$ cat config.mk
export PLATFORM = sky130hd
export DESIGN_NAME = seq_detector_param
export DESIGN_NICKNAME = d
export VERILOG_FILES = /design/src/rtl/seq_det_pkg.sv /design/src/rtl/seq_det_sat_cnt.sv /design/src/rtl/seq_detector_param.sv
export SDC_FILE = /design/constraint.sdc
export NUM_CORES = 1
export LEC_CHECK = 0
export ABC_AREA = 1
export BUFFER_PORTS_ARGS = -buffer_cell sky130_fd_sc_hd__buf_2
export CAP_MARGIN = 20
export CORE_AREA = 2 2 67 69
export CTS_BUF_LIST = sky130_fd_sc_hd__clkbuf_4 sky130_fd_sc_hd__clkbuf_8
export CTS_CLUSTER_DIAMETER = 50
export DETAILED_ROUTE_END_ITERATION = 12
export DIE_AREA = 0 0 69 71
export PLACE_DENSITY = 0.79
export SYNTH_ARGS = -nofsm -noshare
export SYNTH_HDL_FRONTEND = slang
export SYNTH_HIERARCHICAL = 1
export SYNTH_SLANG_ARGS = --single-unit
$ cat constraint.sdc
create_clock -name clk -period 2.6 [get_ports clk]
set_clock_uncertainty 0.2 [all_clocks]
set_input_delay 0.13 -clock clk [delete_from_list [all_inputs] [get_ports clk]]
set_output_delay 0.13 -clock clk [all_outputs]
set_load 0.01 [all_outputs]
$ cat src/rtl/seq_det_pkg.sv
// Shared types and helpers for the programmable serial pattern detector.
//   state_e    : detector state (IDLE / ARMED)
//   len_width  : width needed to hold a pattern length 0..pat_w
//   len_mask   : low-bit mask with 'len' ones, used to compare the active bits
package seq_det_pkg;

  typedef enum logic {
    IDLE  = 1'b0,
    ARMED = 1'b1
  } state_e;

  localparam int unsigned MASK_MAX_W = 64;

  function automatic int unsigned len_width(input int unsigned pat_w);
    return $clog2(pat_w + 1);
  endfunction

  function automatic logic [MASK_MAX_W-1:0] len_mask(input int unsigned len);
    if (len >= MASK_MAX_W) begin
      return '1;
    end
    return (64'd1 << len) - 64'd1;
  endfunction

endpackage

$ cat src/rtl/seq_det_sat_cnt.sv
// Saturating up-counter with clear priority.
//   clk, rst : clock, async active-low reset
//   i_clr    : clear; with i_inc in the same cycle the count restarts at 1
//   i_inc    : increment, holds at all-ones
//   o_cnt    : registered count
module seq_det_sat_cnt #(
  parameter int unsigned CNT_W = 8
) (
  input  logic             clk,
  input  logic             rst,
  input  logic             i_clr,
  input  logic             i_inc,
  output logic [CNT_W-1:0] o_cnt
);

  logic [CNT_W-1:0] r_cnt;

  always_ff @(posedge clk or negedge rst) begin
    if (!rst) begin
      r_cnt <= '0;
    end else if (i_clr) begin
      r_cnt <= i_inc ? CNT_W'(1) : '0;
    end else if (i_inc && (r_cnt != '1)) begin
      r_cnt <= r_cnt + CNT_W'(1);
    end
  end

  assign o_cnt = r_cnt;

endmodule

$ cat src/rtl/seq_detector_param.sv
// Run-time programmable serial pattern detector with overlap control and a
// saturating match counter.
//   clk, rst         : clock, async active-low reset
//   cfg_load         : latch cfg_pattern/cfg_len/cfg_overlap and arm
//   cfg_pattern      : pattern, bit [cfg_len-1] arrives first, bit [0] last
//   cfg_len          : active length 1..PAT_W
//   cfg_overlap      : 1 = overlapping, 0 = non-overlapping detection
//   din_valid, din   : serial input bit and its qualifier
//   cnt_clr          : clear the match counter
//   armed            : detector configured and running
//   match            : one-cycle pulse, one cycle after the completing bit
//   match_cnt        : saturating match count
//   cfg_err          : one-cycle pulse on a rejected cfg_load
module seq_detector_param
  import seq_det_pkg::*;
#(
  parameter int unsigned PAT_W = 8,
  parameter int unsigned CNT_W = 8,
  parameter int unsigned LEN_W = len_width(PAT_W)
) (
  input  logic             clk,
  input  logic             rst,
  input  logic             cfg_load,
  input  logic [PAT_W-1:0] cfg_pattern,
  input  logic [LEN_W-1:0] cfg_len,
  input  logic             cfg_overlap,
  input  logic             din_valid,
  input  logic             din,
  input  logic             cnt_clr,
  output logic             armed,
  output logic             match,
  output logic [CNT_W-1:0] match_cnt,
  output logic             cfg_err
);

  state_e           r_state;
  logic [PAT_W-1:0] r_hist;
  logic [PAT_W-1:0] r_pat;
  logic [LEN_W-1:0] r_len;
  logic [LEN_W-1:0] r_fill;
  logic             r_ovl;
  logic             r_armed;
  logic             r_match;
  logic             r_cfg_err;

  logic             w_cfg_ok;
  logic             w_load_ok;
  logic             w_sample;
  logic [PAT_W-1:0] w_hist_nxt;
  logic [LEN_W-1:0] w_fill_nxt;
  logic [PAT_W-1:0] w_mask;
  logic             w_hit;

  assign w_cfg_ok   = (cfg_len != '0) && (32'(cfg_len) <= 32'(PAT_W));
  assign w_load_ok  = cfg_load && w_cfg_ok;
  // Any cfg_load cycle discards din, whether or not the load is accepted.
  assign w_sample   = (r_state == ARMED) && din_valid && !cfg_load;
  assign w_hist_nxt = {r_hist[PAT_W-2:0], din};
  assign w_fill_nxt = (r_fill >= r_len) ? r_len : r_fill + LEN_W'(1);
  assign w_mask     = PAT_W'(len_mask(32'(r_len)));
  // fill tracks how many fresh bits are in hist; a hit needs a full window.
  assign w_hit      = w_sample && (w_fill_nxt == r_len) &&
                      (((w_hist_nxt ^ r_pat) & w_mask) == '0);

  // State, config, history and registered pulse outputs.
  always_ff @(posedge clk or negedge rst) begin
    if (!rst) begin
      r_state   <= IDLE;
      r_hist    <= '0;
      r_pat     <= '0;
      r_len     <= '0;
      r_fill    <= '0;
      r_ovl     <= 1'b0;
      r_armed   <= 1'b0;
      r_match   <= 1'b0;
      r_cfg_err <= 1'b0;
    end else begin
      r_match   <= w_hit;
      r_cfg_err <= cfg_load && !w_cfg_ok;

      case (r_state)
        IDLE: begin
          if (w_load_ok) begin
            r_state <= ARMED;
            r_armed <= 1'b1;
          end
        end
        ARMED: begin
          r_state <= ARMED;
        end
        default: begin
          r_state <= IDLE;
          r_armed <= 1'b0;
        end
      endcase

      if (w_load_ok) begin
        r_pat  <= cfg_pattern;
        r_len  <= cfg_len;
        r_ovl  <= cfg_overlap;
        r_hist <= '0;
        r_fill <= '0;
      end else if (w_sample) begin
        r_hist <= w_hist_nxt;
        // Non-overlap restarts the window after a hit.
        r_fill <= (w_hit && !r_ovl) ? '0 : w_fill_nxt;
      end
    end
  end

  seq_det_sat_cnt #(
    .CNT_W (CNT_W)
  ) u_cnt (
    .clk   (clk),
    .rst   (rst),
    .i_clr (cnt_clr),
    .i_inc (w_hit),
    .o_cnt (match_cnt)
  );

  assign armed   = r_armed;
  assign match   = r_match;
  assign cfg_err = r_cfg_err;

endmodule

==> results.py, run 1 <==
metrics = {
    "status": {
        "status": "finished, final reports clean",
    },
    "final_layout": {
        "final_core_util": 0.641,
        "nets": 365,
        "drive_gt1_frac": 0.229,
        "seq_area_um2": 906,
        "multi_input_area_um2": 1090,
        "antennaDiodeCount": 0,
        "area_growth_pct": 26.0,
        "stdcell_count": 392,
        "fill_cells": 369,
    },
    "critical_path": {
        "critPathLaunch": "r_len[1]",
        "reg2reg_slack_ns": 0.19,
        "critPathMaxFanout": 8,
        "regToRegStartpoint": "r_len[1]",
        "worstSetupPathType": "reg -> reg",
        "regToRegEndpoint": "u_cnt/o_cnt[1]",
        "worstPathRequired_ns": 2.63,
        "start_kind": "flop",
        "ff2ff_path_depth": 15,
        "critPathCaptureType": "flop",
        "crit_arrival_ns": 2.43,
    },
    "power_and_ir_drop": {
        "cellLeakagePower_nw": 1.43,
        "irDropWorstVdd_mv": 0.415,
        "power_mw": 1.82,
        "p_per_area_nw_per_um2": 676,
    },
    "place": {
        "dp_slack_ns": 0.0798,
        "gp_congestion": 0.933,
        "dp_hpwl_um": 3310,
        "portBuffers": 29,
        "dpl.cell_count": 362,
    },
    "global_route": {
        "antenna_found_initial": 0,
        "grt.met2_usage": 0.374,
        "grt.met3_usage": 0.0427,
        "grt_first_pass_wirelength_um": 8410,
        "grt.total_usage": 0.213,
        "grt_pass1_vias": 1942,
        "grt_max_degree": 37,
        "top_usage_layer": "met2",
        "grt_overflow": 0,
        "grt_use_met1": 0.256,
    },
    "logic_synthesis": {
        "ys_top_cells_by_area": "dfrtp_1 42%, nand2_1 16%, inv_1 6.1%, nand3_1 4.4%, ha_1 4.1%",
        "synth.net_count": 305,
        "syn_area_per_cell_um2": 7.66,
        "synth_cell_type_count": 32,
        "netlist_instances": 279,
        "synth.most_common_cell": "nand2_1",
        "synth-seq-cells": 36,
        "synthFlopType": "dfrtp_1",
        "netlist_area_um2": 2140,
        "synth_edf_count": 0,
        "synth_top_area_frac": 0.421,
        "synthArstFlopShare": 1.00,
        "yosysWarnings": 6,
        "yosysTopAreaCell": "dfrtp_1",
        "ys_seq_area_frac": 0.421,
        "synth.top_cells.by_count": "90 x nand2_1, 36 x dfrtp_1, 35 x inv_1",
    },
    "sta": {
        "fin_crit_ns": 2.41,
        "fin_ws_ns": 0.191,
        "relSlewSlack": 0.475,
        "fin_crit_sh": 0.926,
        "fin_hold_ws_ns": 0.258,
        "setup_viol": 0,
        "fmax_ghz": 0.415,
        "maxSlewViolCount": 0,
        "hold_viol_final": 0,
        "worst_pin_slew_ns": 0.787,
    },
    "clocking": {
        "cts_tree": "yes",
        "clkTransAtPathRegs_ns": 0.08,
        "insertion_delay_ns": 0.29,
        "clockRootBuffer": "clkbuf_8",
        "cts_made_buffers": 5,
        "clk_path_buf_depth": 2,
        "cts-htree-levels": 2,
        "clock-sinks": 36,
    },
    "drt": {
        "wl_um": 4930,
        "viasPerCell": 5.16,
        "ant_nets": 0,
        "vias": 2024,
        "drc": 0,
        "firstDrtPassIters": 4,
        "drt_first_iter_violations": 151,
        "wire_per_inst_um": 12.6,
    },
    "min_path": {
        "hp-class": "in -> async",
    },
    "job": {
        "maxCapViolCount": 0,
    },
    "floorplanning": {
        "pin_count": 30,
        "die_y_um": 71,
        "dieArea_um2": 4900,
        "initial_core_util": 0.509,
        "fp.dieW_um": 69,
        "num_rows": 24,
        "design.core.area_um2": 4200,
    },
}
[area by class of cell]
| type | count | share of cell area |
|---|---|---|
| clock buffers | 8 | 0.0362 |
| well taps | 52 | 0.0241 |
| inverters | 40 | 0.0557 |
| repair buffers | 55 | 0.143 |
| multi-input cells | 201 | 0.405 |
| flip-flops and latches | 36 | 0.336 |
[placed cells by master (no fill, tap or decap), drive strengths merged]
cell type	n
o22ai	8
nand3	22
nand2	96
xor2	3
nor2	23
clkbuf	8
inv	39
ha	7
a21oi	5
clkinv	1
and3	1
dfrtp	36
xnor2	3
or2	2
o21bai	3
a211oi	4
nor3	1
buf	37
o21ai	9
a21boi	1
dlygate4sd3	18
nand4	13
[registers in the layout, indices dropped and copies added (netlist names)]
| signal | cells |
|---|---|
| armed | 1 |
| cfg_err | 1 |
| r_hist | 7 |
| r_state | 1 |
| r_len | 4 |
| r_pat | 8 |
| match | 1 |
| u_cnt/o_cnt | 8 |
| r_fill | 4 |
| r_ovl | 1 |
[worst max-delay path: stages, from the launching register on]
cell and delay (ns):
dfrtp_2 0.47, inv_2 0.14, nand3_1 0.09, ha_1 0.27
inv_1 0.03, nand3_1 0.06, nand2_1 0.06, nor2_2 0.12
nand3_2 0.09, nor2_2 0.12, and3_4 0.23, buf_4 0.16
nand2_8 0.08, nor2_2 0.10, nand2_1 0.05, nand2_1 0.05
[through the flow]
step,cell area (µm²),TNS [ns]
2_1_floorplan,2140,0
3_3_place_gp,2370,0
3_5_place_dp,2370,0
4_1_cts,2650,0
5_1_grt,2700,-0.00923
6_report,2700,0
[where the power goes]
| part | leakage [nW] | total, mW | switching (mW) | internal (mW) |
|---|---|---|---|---|
| Clock | 0.0523 | 0.429 | 0.192 | 0.237 |
| Sequential | 0.462 | 0.702 | 0.0706 | 0.631 |
| Combinational | 0.917 | 0.691 | 0.416 | 0.275 |
[how the worst max path moves through the flow]
stage	end	slack [ns]	depth (start not counted)
after global placement	u_cnt/o_cnt[2]	0.1	14
final	u_cnt/o_cnt[1]	0.19	15
after global routing	u_cnt/o_cnt[1]	-0.006	15
after floorplan	u_cnt/o_cnt[7]	0.18	13
after detailed placement	u_cnt/o_cnt[1]	0.08	15
after CTS	u_cnt/o_cnt[3]	0.05	15
[layer usage]
| metal | up-vias | wire (µm) | part of all wire |
|---|---|---|---|
| met5 | - | 0 | 0 |
| met4 | 0 | 80 | 0.016 |
| met3 | 9 | 258 | 0.052 |
| met1 | 938 | 2060 | 0.42 |
| met2 | 56 | 2530 | 0.51 |
| li1 | 1021 | - | - |
[cell families after synthesis]
| family | count (synthesis) | synth area share |
|---|---|---|
| flip-flops | 36 | 0.421 |
| adder cells (fa/ha/maj) | 7 | 0.0410 |
| buffers and inverters | 42 | 0.0743 |
| AND/OR/NAND/NOR | 158 | 0.349 |
| AO/OA/AOI/OAI | 30 | 0.0895 |
| XOR/XNOR | 6 | 0.0246 |
[timing repair]
action | 4_1_cts | 5_1_grt
hold buffers | 18 | 0
endpoints found under the setup margin | 0 | 8
buffers inserted | 0 | 4
endpoints found under the hold margin | 55 | 0
gates resized for setup | 0 | 8
Note: power is estimated with default switching activity, not from simulation.
==> run 2: changes to the inputs <==
--- a/config.mk
+++ b/config.mk
@@ -8,12 +8,12 @@
 export ABC_AREA = 1
 export BUFFER_PORTS_ARGS = -buffer_cell sky130_fd_sc_hd__buf_2
 export CAP_MARGIN = 20
-export CORE_AREA = 2 2 67 69
+export CORE_AREA = 2 2 82 84
 export CTS_BUF_LIST = sky130_fd_sc_hd__clkbuf_4 sky130_fd_sc_hd__clkbuf_8
 export CTS_CLUSTER_DIAMETER = 50
 export DETAILED_ROUTE_END_ITERATION = 12
-export DIE_AREA = 0 0 69 71
-export PLACE_DENSITY = 0.79
+export DIE_AREA = 0 0 84 86
+export PLACE_DENSITY = 0.57
 export SYNTH_ARGS = -nofsm -noshare
 export SYNTH_HDL_FRONTEND = slang
 export SYNTH_HIERARCHICAL = 1
==> run 2 against run 1 <==
Non-clock buffer count decreased by 5. Setup slack got worse by 0.068 ns. Highest routed layer unchanged. Flip-flop and latch count unchanged. Register-to-register slack got worse by 0.07 ns. Clock power increased by 1%. Utilization decreased by 21 points. Largest cell class unchanged.
==> results.py, run 2 (synthesized netlist as in run 1, its figures left out) <==
metrics = {
    "critical_path": {
        "cp_cell_sequence": "nor2_4 -> nand3_1 -> ha_1 -> inv_1 -> nand3_1 -> nand2_1 -> nor2_2 -> nand3_2 -> nor2_2 -> and3_4 -> buf_12 -> nand2_8 -> nor2_2 -> nand2_1 -> nand2_1",
        "start_kind": "flop",
        "critPathCaptureType": "flop",
        "cp_num_buf_inv": 2,
        "slowest_stage": "dfrtp_2",
        "critPathMaxFanout": 8,
        "worstPathRequired_ns": 2.63,
        "crit_family": "simple AND/OR/NAND/NOR gates",
        "worstSetupPathType": "reg -> reg",
        "crit_path_max_incr_delay_ns": 0.47,
        "crit_arrival_ns": 2.51,
    },
    "global_route": {
        "antenna_found_initial": 0,
        "grt_pass1_vias": 1915,
        "grt_first_pass_wirelength_um": 8560,
        "grt_max_degree": 37,
        "grt.total_usage": 0.146,
        "grt_overflow": 0,
    },
    "job": {
        "maxCapViolCount": 0,
    },
    "sta": {
        "hold_viol_final": 0,
        "fin_crit_ns": 2.48,
        "maxSlewViolCount": 0,
        "fin_ws_ns": 0.123,
        "relSlewSlack": 0.447,
        "fmax_ghz": 0.404,
        "fin_crit_sh": 0.953,
        "rsz0062_at_grt": "no",
        "fin_tns_setup_ns": 0,
        "worst_pin_slew_ns": 0.829,
        "setup_viol": 0,
    },
    "power_and_ir_drop": {
        "sw_frac_of_total": 0.383,
        "comb_power_share": 0.374,
        "switchingPower_mw": 0.699,
        "pwr-share-seq": 0.387,
        "pwr-share-clk": 0.239,
        "cellLeakagePower_nw": 1.41,
        "power.internal_mw": 1.12,
        "p_per_area_nw_per_um2": 675,
        "irDropWorstVdd_mv": 0.341,
    },
    "drt": {
        "wl_um": 5030,
        "drc": 0,
        "viasPerCell": 4.73,
        "drt_first_iter_violations": 125,
        "firstDrtPassIters": 4,
        "wire_per_inst_um": 12.2,
        "vias": 1948,
        "ant_nets": 0,
    },
    "place": {
        "portBuffers": 29,
        "dp_slack_ns": 0.0362,
        "gp_congestion": 0.876,
        "dp_hpwl_um": 3700,
    },
    "floorplanning": {
        "die_y_um": 86,
        "pin_count": 30,
        "design.core.area_um2": 6280,
        "fp.dieW_um": 84,
        "dieArea_um2": 7220,
        "num_rows": 29,
        "initial_core_util": 0.341,
    },
    "clocking": {
        "insertion_delay_ns": 0.29,
        "clk_path_buf_depth": 2,
        "clkTransAtPathRegs_ns": 0.08,
        "cts_made_buffers": 5,
        "cts-htree-levels": 2,
        "clock-sinks": 36,
        "clockRootBuffer": "clkbuf_8",
        "cts_setup_buffers": 0,
        "cts_tree": "yes",
    },
    "final_layout": {
        "drive_gt1_frac": 0.221,
        "area_growth_pct": 26.3,
        "antennaDiodeCount": 0,
        "nets": 360,
        "layout_commonest_cell": "nand2_1",
        "mostFrequentLayoutCells": "89 x nand2_1, 35 x inv_1, 33 x dfrtp_1, 29 x buf_2, 19 x nand3_1",
    },
    "status": {
        "status": "finished, final reports clean",
    },
    "min_path": {
        "hp-class": "in -> reg",
    },
}
==> run 2: cell types whose count changed in the layout (fill, tap and decap cells not counted), sizes merged <==
cell and change:
dlygate4sd3 -1, clkinvlp +1, buf -4, clkbuf -1
==> run 2: worst reg2reg max path: stages (launching register included) <==
cell and delay (ns):
dfrtp_2 0.47, nor2_4 0.19, nand3_1 0.09, ha_1 0.28, inv_1 0.04, nand3_1 0.07, nand2_1 0.07, nor2_2 0.12
nand3_2 0.08, nor2_2 0.17, and3_4 0.24, buf_12 0.12, nand2_8 0.07, nor2_2 0.10, nand2_1 0.06, nand2_1 0.05
==> run 2: stage by stage <==
stage / util / instances / cell area (µm²) / hold slack (ns) / total power, mW
after global placement: 0.384 / 387 / 2410 / 0.0838 / 1.34
final: 0.430 / 412 / 2700 / 0.00513 / 1.82
after floorplan: - / 279 / 2140 / -0.366 / 1.17
after detailed placement: 0.384 / 387 / 2410 / 0.0837 / 1.35
after global routing: 0.430 / 412 / 2700 / 0.0203 / 1.96
after CTS: 0.427 / 412 / 2680 / 0.00253 / 1.82
==> run 2: worst paths after layout <==
check,startpoint,end,slack (ns),depth (start not counted)
worst max-delay path,r_len[3],u_cnt/o_cnt[1],0.12,15
worst min-delay path,cfg_len[3],r_len[3],0.005,3
worst max register to register,r_len[3],u_cnt/o_cnt[1],0.12,15
worst min register to register,armed,armed,0.29,1
max in group asynchronous,rst,r_len[3],1.35,2
min in group asynchronous,rst,r_state,0.26,2
==> run 2: metal layers <==
layer / GRT usage / share of wire / vias to the layer above
met5: 0 / 0 / -
met4: 0.0396 / 0.011 / 0
met3: 0.0308 / 0.036 / 7
met2: 0.255 / 0.48 / 40
met1: 0.185 / 0.47 / 886
li1: - / - / 1015
==> run 2: what timing repair did <==
item,CTS,global route
hold buffers,17,0
hold endpoints to repair,55,0
resized for setup,0,9
endpoints found under the setup margin,0,8
==> run 2: layout make-up <==
type                            count  area [µm²]
Clock buffer                        7        90.1
Clock inverter                      1        7.51
Fill cell                         632        3580
Inverter                           40         150
Multi-Input combinational cell    201        1090
Sequential cell                    36         905
Tap cell                           77        96.3
Timing Repair Buffer               50         358
==> run 2: power by group through the flow <==
stage | logic, mW | registers, mW | clock network (mW)
6_report | 0.682 | 0.705 | 0.435
5_1_grt | 0.774 | 0.716 | 0.471
4_1_cts | 0.668 | 0.701 | 0.448
3_5_place_dp | 0.641 | 0.709 | 0
3_3_place_gp | 0.629 | 0.712 | 0
2_1_floorplan | 0.464 | 0.702 | 0
==> run 3: changes to the inputs <==
--- a/config.mk
+++ b/config.mk
@@ -13,7 +13,6 @@
 export CTS_CLUSTER_DIAMETER = 50
 export DETAILED_ROUTE_END_ITERATION = 12
 export DIE_AREA = 0 0 84 86
-export PLACE_DENSITY = 0.57
 export SYNTH_ARGS = -nofsm -noshare
 export SYNTH_HDL_FRONTEND = slang
 export SYNTH_HIERARCHICAL = 1
==> run 3 against run 2 <==
Sequential share of layout area down 0.093 points. Largest cell class unchanged. Largest power group unchanged. Wire length up 0.88%. Total power down 2.3%. Highest routed layer unchanged. Sequential power about the same. Global-route usage up 0.74 points. Worst hold slack better by 0.26 ns. Critical endpoint unchanged. Non-clock buffer count up 5. Maximum frequency up 2.9%.
==> results.py, run 3 (synthesized netlist as in run 1, its figures left out) <==
metrics = {
    "final_layout": {
        "mostFrequentLayoutCells": "89 x nand2_1, 35 x inv_1, 32 x dfrtp_1, 29 x buf_2, 19 x nand3_1",
        "layout_commonest_cell": "nand2_1",
        "final_area_um2": 2710,
        "antennaDiodeCount": 0,
        "stdcell_count": 416,
        "area_growth_pct": 26.9,
        "nets": 365,
        "drive_gt1_frac": 0.227,
    },
    "critical_path": {
        "cp_cell_sequence": "nor2_4 -> nand2_2 -> ha_1 -> inv_1 -> nand3_1 -> nand2_1 -> nor2_2 -> nand3_2 -> nor2_2 -> and3_4 -> buf_4 -> nand2_8 -> nor2_2 -> nand2_1 -> nand2_1",
        "crit_arrival_ns": 2.44,
        "worstPathRequired_ns": 2.63,
        "critPathMaxFanout": 8,
        "worstSetupPathType": "reg -> reg",
        "slowest_stage": "dfrtp_2",
        "crit_path_max_incr_delay_ns": 0.47,
        "start_kind": "flop",
        "critPathCaptureType": "flop",
    },
    "clocking": {
        "clockRootBuffer": "clkbuf_8",
        "insertion_delay_ns": 0.29,
        "clk_path_buf_depth": 2,
        "cts_tree": "yes",
        "clkTransAtPathRegs_ns": 0.08,
        "cts_made_buffers": 5,
        "clock-sinks": 36,
        "cts-htree-levels": 2,
    },
    "sta": {
        "maxSlewViolCount": 0,
        "setup_viol": 0,
        "fin_crit_ns": 2.41,
        "worst_pin_slew_ns": 0.827,
        "relSlewSlack": 0.449,
        "fin_crit_sh": 0.926,
        "fmax_ghz": 0.416,
        "hold_viol_final": 0,
    },
    "power_and_ir_drop": {
        "p_per_area_nw_per_um2": 657,
        "irDropWorstVdd_mv": 0.342,
        "cellLeakagePower_nw": 1.42,
        "power_mw": 1.78,
    },
    "global_route": {
        "antenna_found_initial": 0,
        "grt_pass1_vias": 1987,
        "grt_max_degree": 37,
        "grt_overflow": 0,
        "grt.total_usage": 0.154,
        "grt.met2_usage": 0.266,
        "grt_first_pass_wirelength_um": 8870,
        "top_usage_layer": "met2",
        "grt_use_met1": 0.185,
        "grt.met3_usage": 0.0327,
    },
    "min_path": {
        "hp-class": "in -> async",
    },
    "floorplanning": {
        "num_rows": 29,
        "dieArea_um2": 7220,
        "pin_count": 30,
        "design.core.area_um2": 6280,
        "die_y_um": 86,
        "initial_core_util": 0.341,
        "fp.dieW_um": 84,
    },
    "place": {
        "gp_congestion": 0.889,
        "portBuffers": 29,
        "placed_area_um2": 2390,
        "dpl.cell_count": 386,
        "dp_hpwl_um": 3700,
    },
    "status": {
        "status": "finished, final reports clean",
    },
    "drt": {
        "drt_first_iter_violations": 126,
        "firstDrtPassIters": 6,
        "drc": 0,
        "wire_per_inst_um": 12.2,
        "ant_nets": 0,
        "wl_um": 5070,
        "viasPerCell": 4.79,
        "vias": 1994,
    },
    "job": {
        "maxCapViolCount": 0,
    },
}
## run 3: repair_timing
| item | in CTS | in global routing |
|---|---|---|
| setup buffers | 0 | 5 |
| hold buffers | 18 | 0 |
| resized for setup | 0 | 8 |
| setup endpoints to repair | 0 | 8 |
| endpoints found under the hold margin | 55 | 0 |
## run 3: critical path: cells and delay by family, from the launching register on
family,cells,cell delay [ns]
flops,1,0.47
fa+ha+maj,1,0.27
buf+inv,2,0.19
simple gates,12,1.22
## run 3: worst paths after layout
kind	from	endpoint	slack (ns)	cells after the start
worst max register to register	r_len[1]	u_cnt/o_cnt[1]	0.19	15
min in group clk	din_valid	match	0.28	8
max in group asynchronous	rst	r_len[3]	1.36	2
worst min-delay path	rst	armed	0.26	2
worst min register to register	armed	armed	0.28	1
worst max-delay path	r_len[1]	u_cnt/o_cnt[1]	0.19	15
## run 3: layer usage
| metal | routed length, µm | vias up | part of all wire |
|---|---|---|---|
| li1 | - | 1023 | - |
| met1 | 2240 | 927 | 0.44 |
| met2 | 2560 | 33 | 0.51 |
| met3 | 155 | 11 | 0.031 |
| met4 | 114 | 0 | 0.022 |
| met5 | 0 | - | 0 |
## run 3: cell type report
cell class / count / area, µm²
Inverter: 40 / 153
Multi-Input combinational cell: 201 / 1090
Sequential cell: 36 / 906
Tap cell: 77 / 96.3
Clock buffer: 5 / 68.8
Clock inverter: 2 / 12.5
Fill cell: 653 / 3560
Timing Repair Buffer: 55 / 385
## run 3: where the power goes
group | switching (mW) | total [mW] | internal, mW
clock | 0.213 | 0.395 | 0.182
sequential | 0.0725 | 0.703 | 0.631
combinational | 0.413 | 0.683 | 0.270
total | 0.699 | 1.78 | 1.08
## run 3: metrics by stage
| stage | worst slack, ns | utilization | setup TNS, ns | hold WS, ns |
|---|---|---|---|---|
| final | 0.193 | 0.432 | 0 | 0.264 |
| after global routing | -0.0101 | 0.432 | -0.0118 | 0.317 |
| after CTS | 0.0782 | 0.423 | 0 | 0.288 |
| after detailed placement | 0.0993 | 0.381 | 0 | 0.0771 |
| after global placement | 0.118 | 0.381 | 0 | 0.0822 |
| after floorplan | 0.177 | - | 0 | -0.366 |
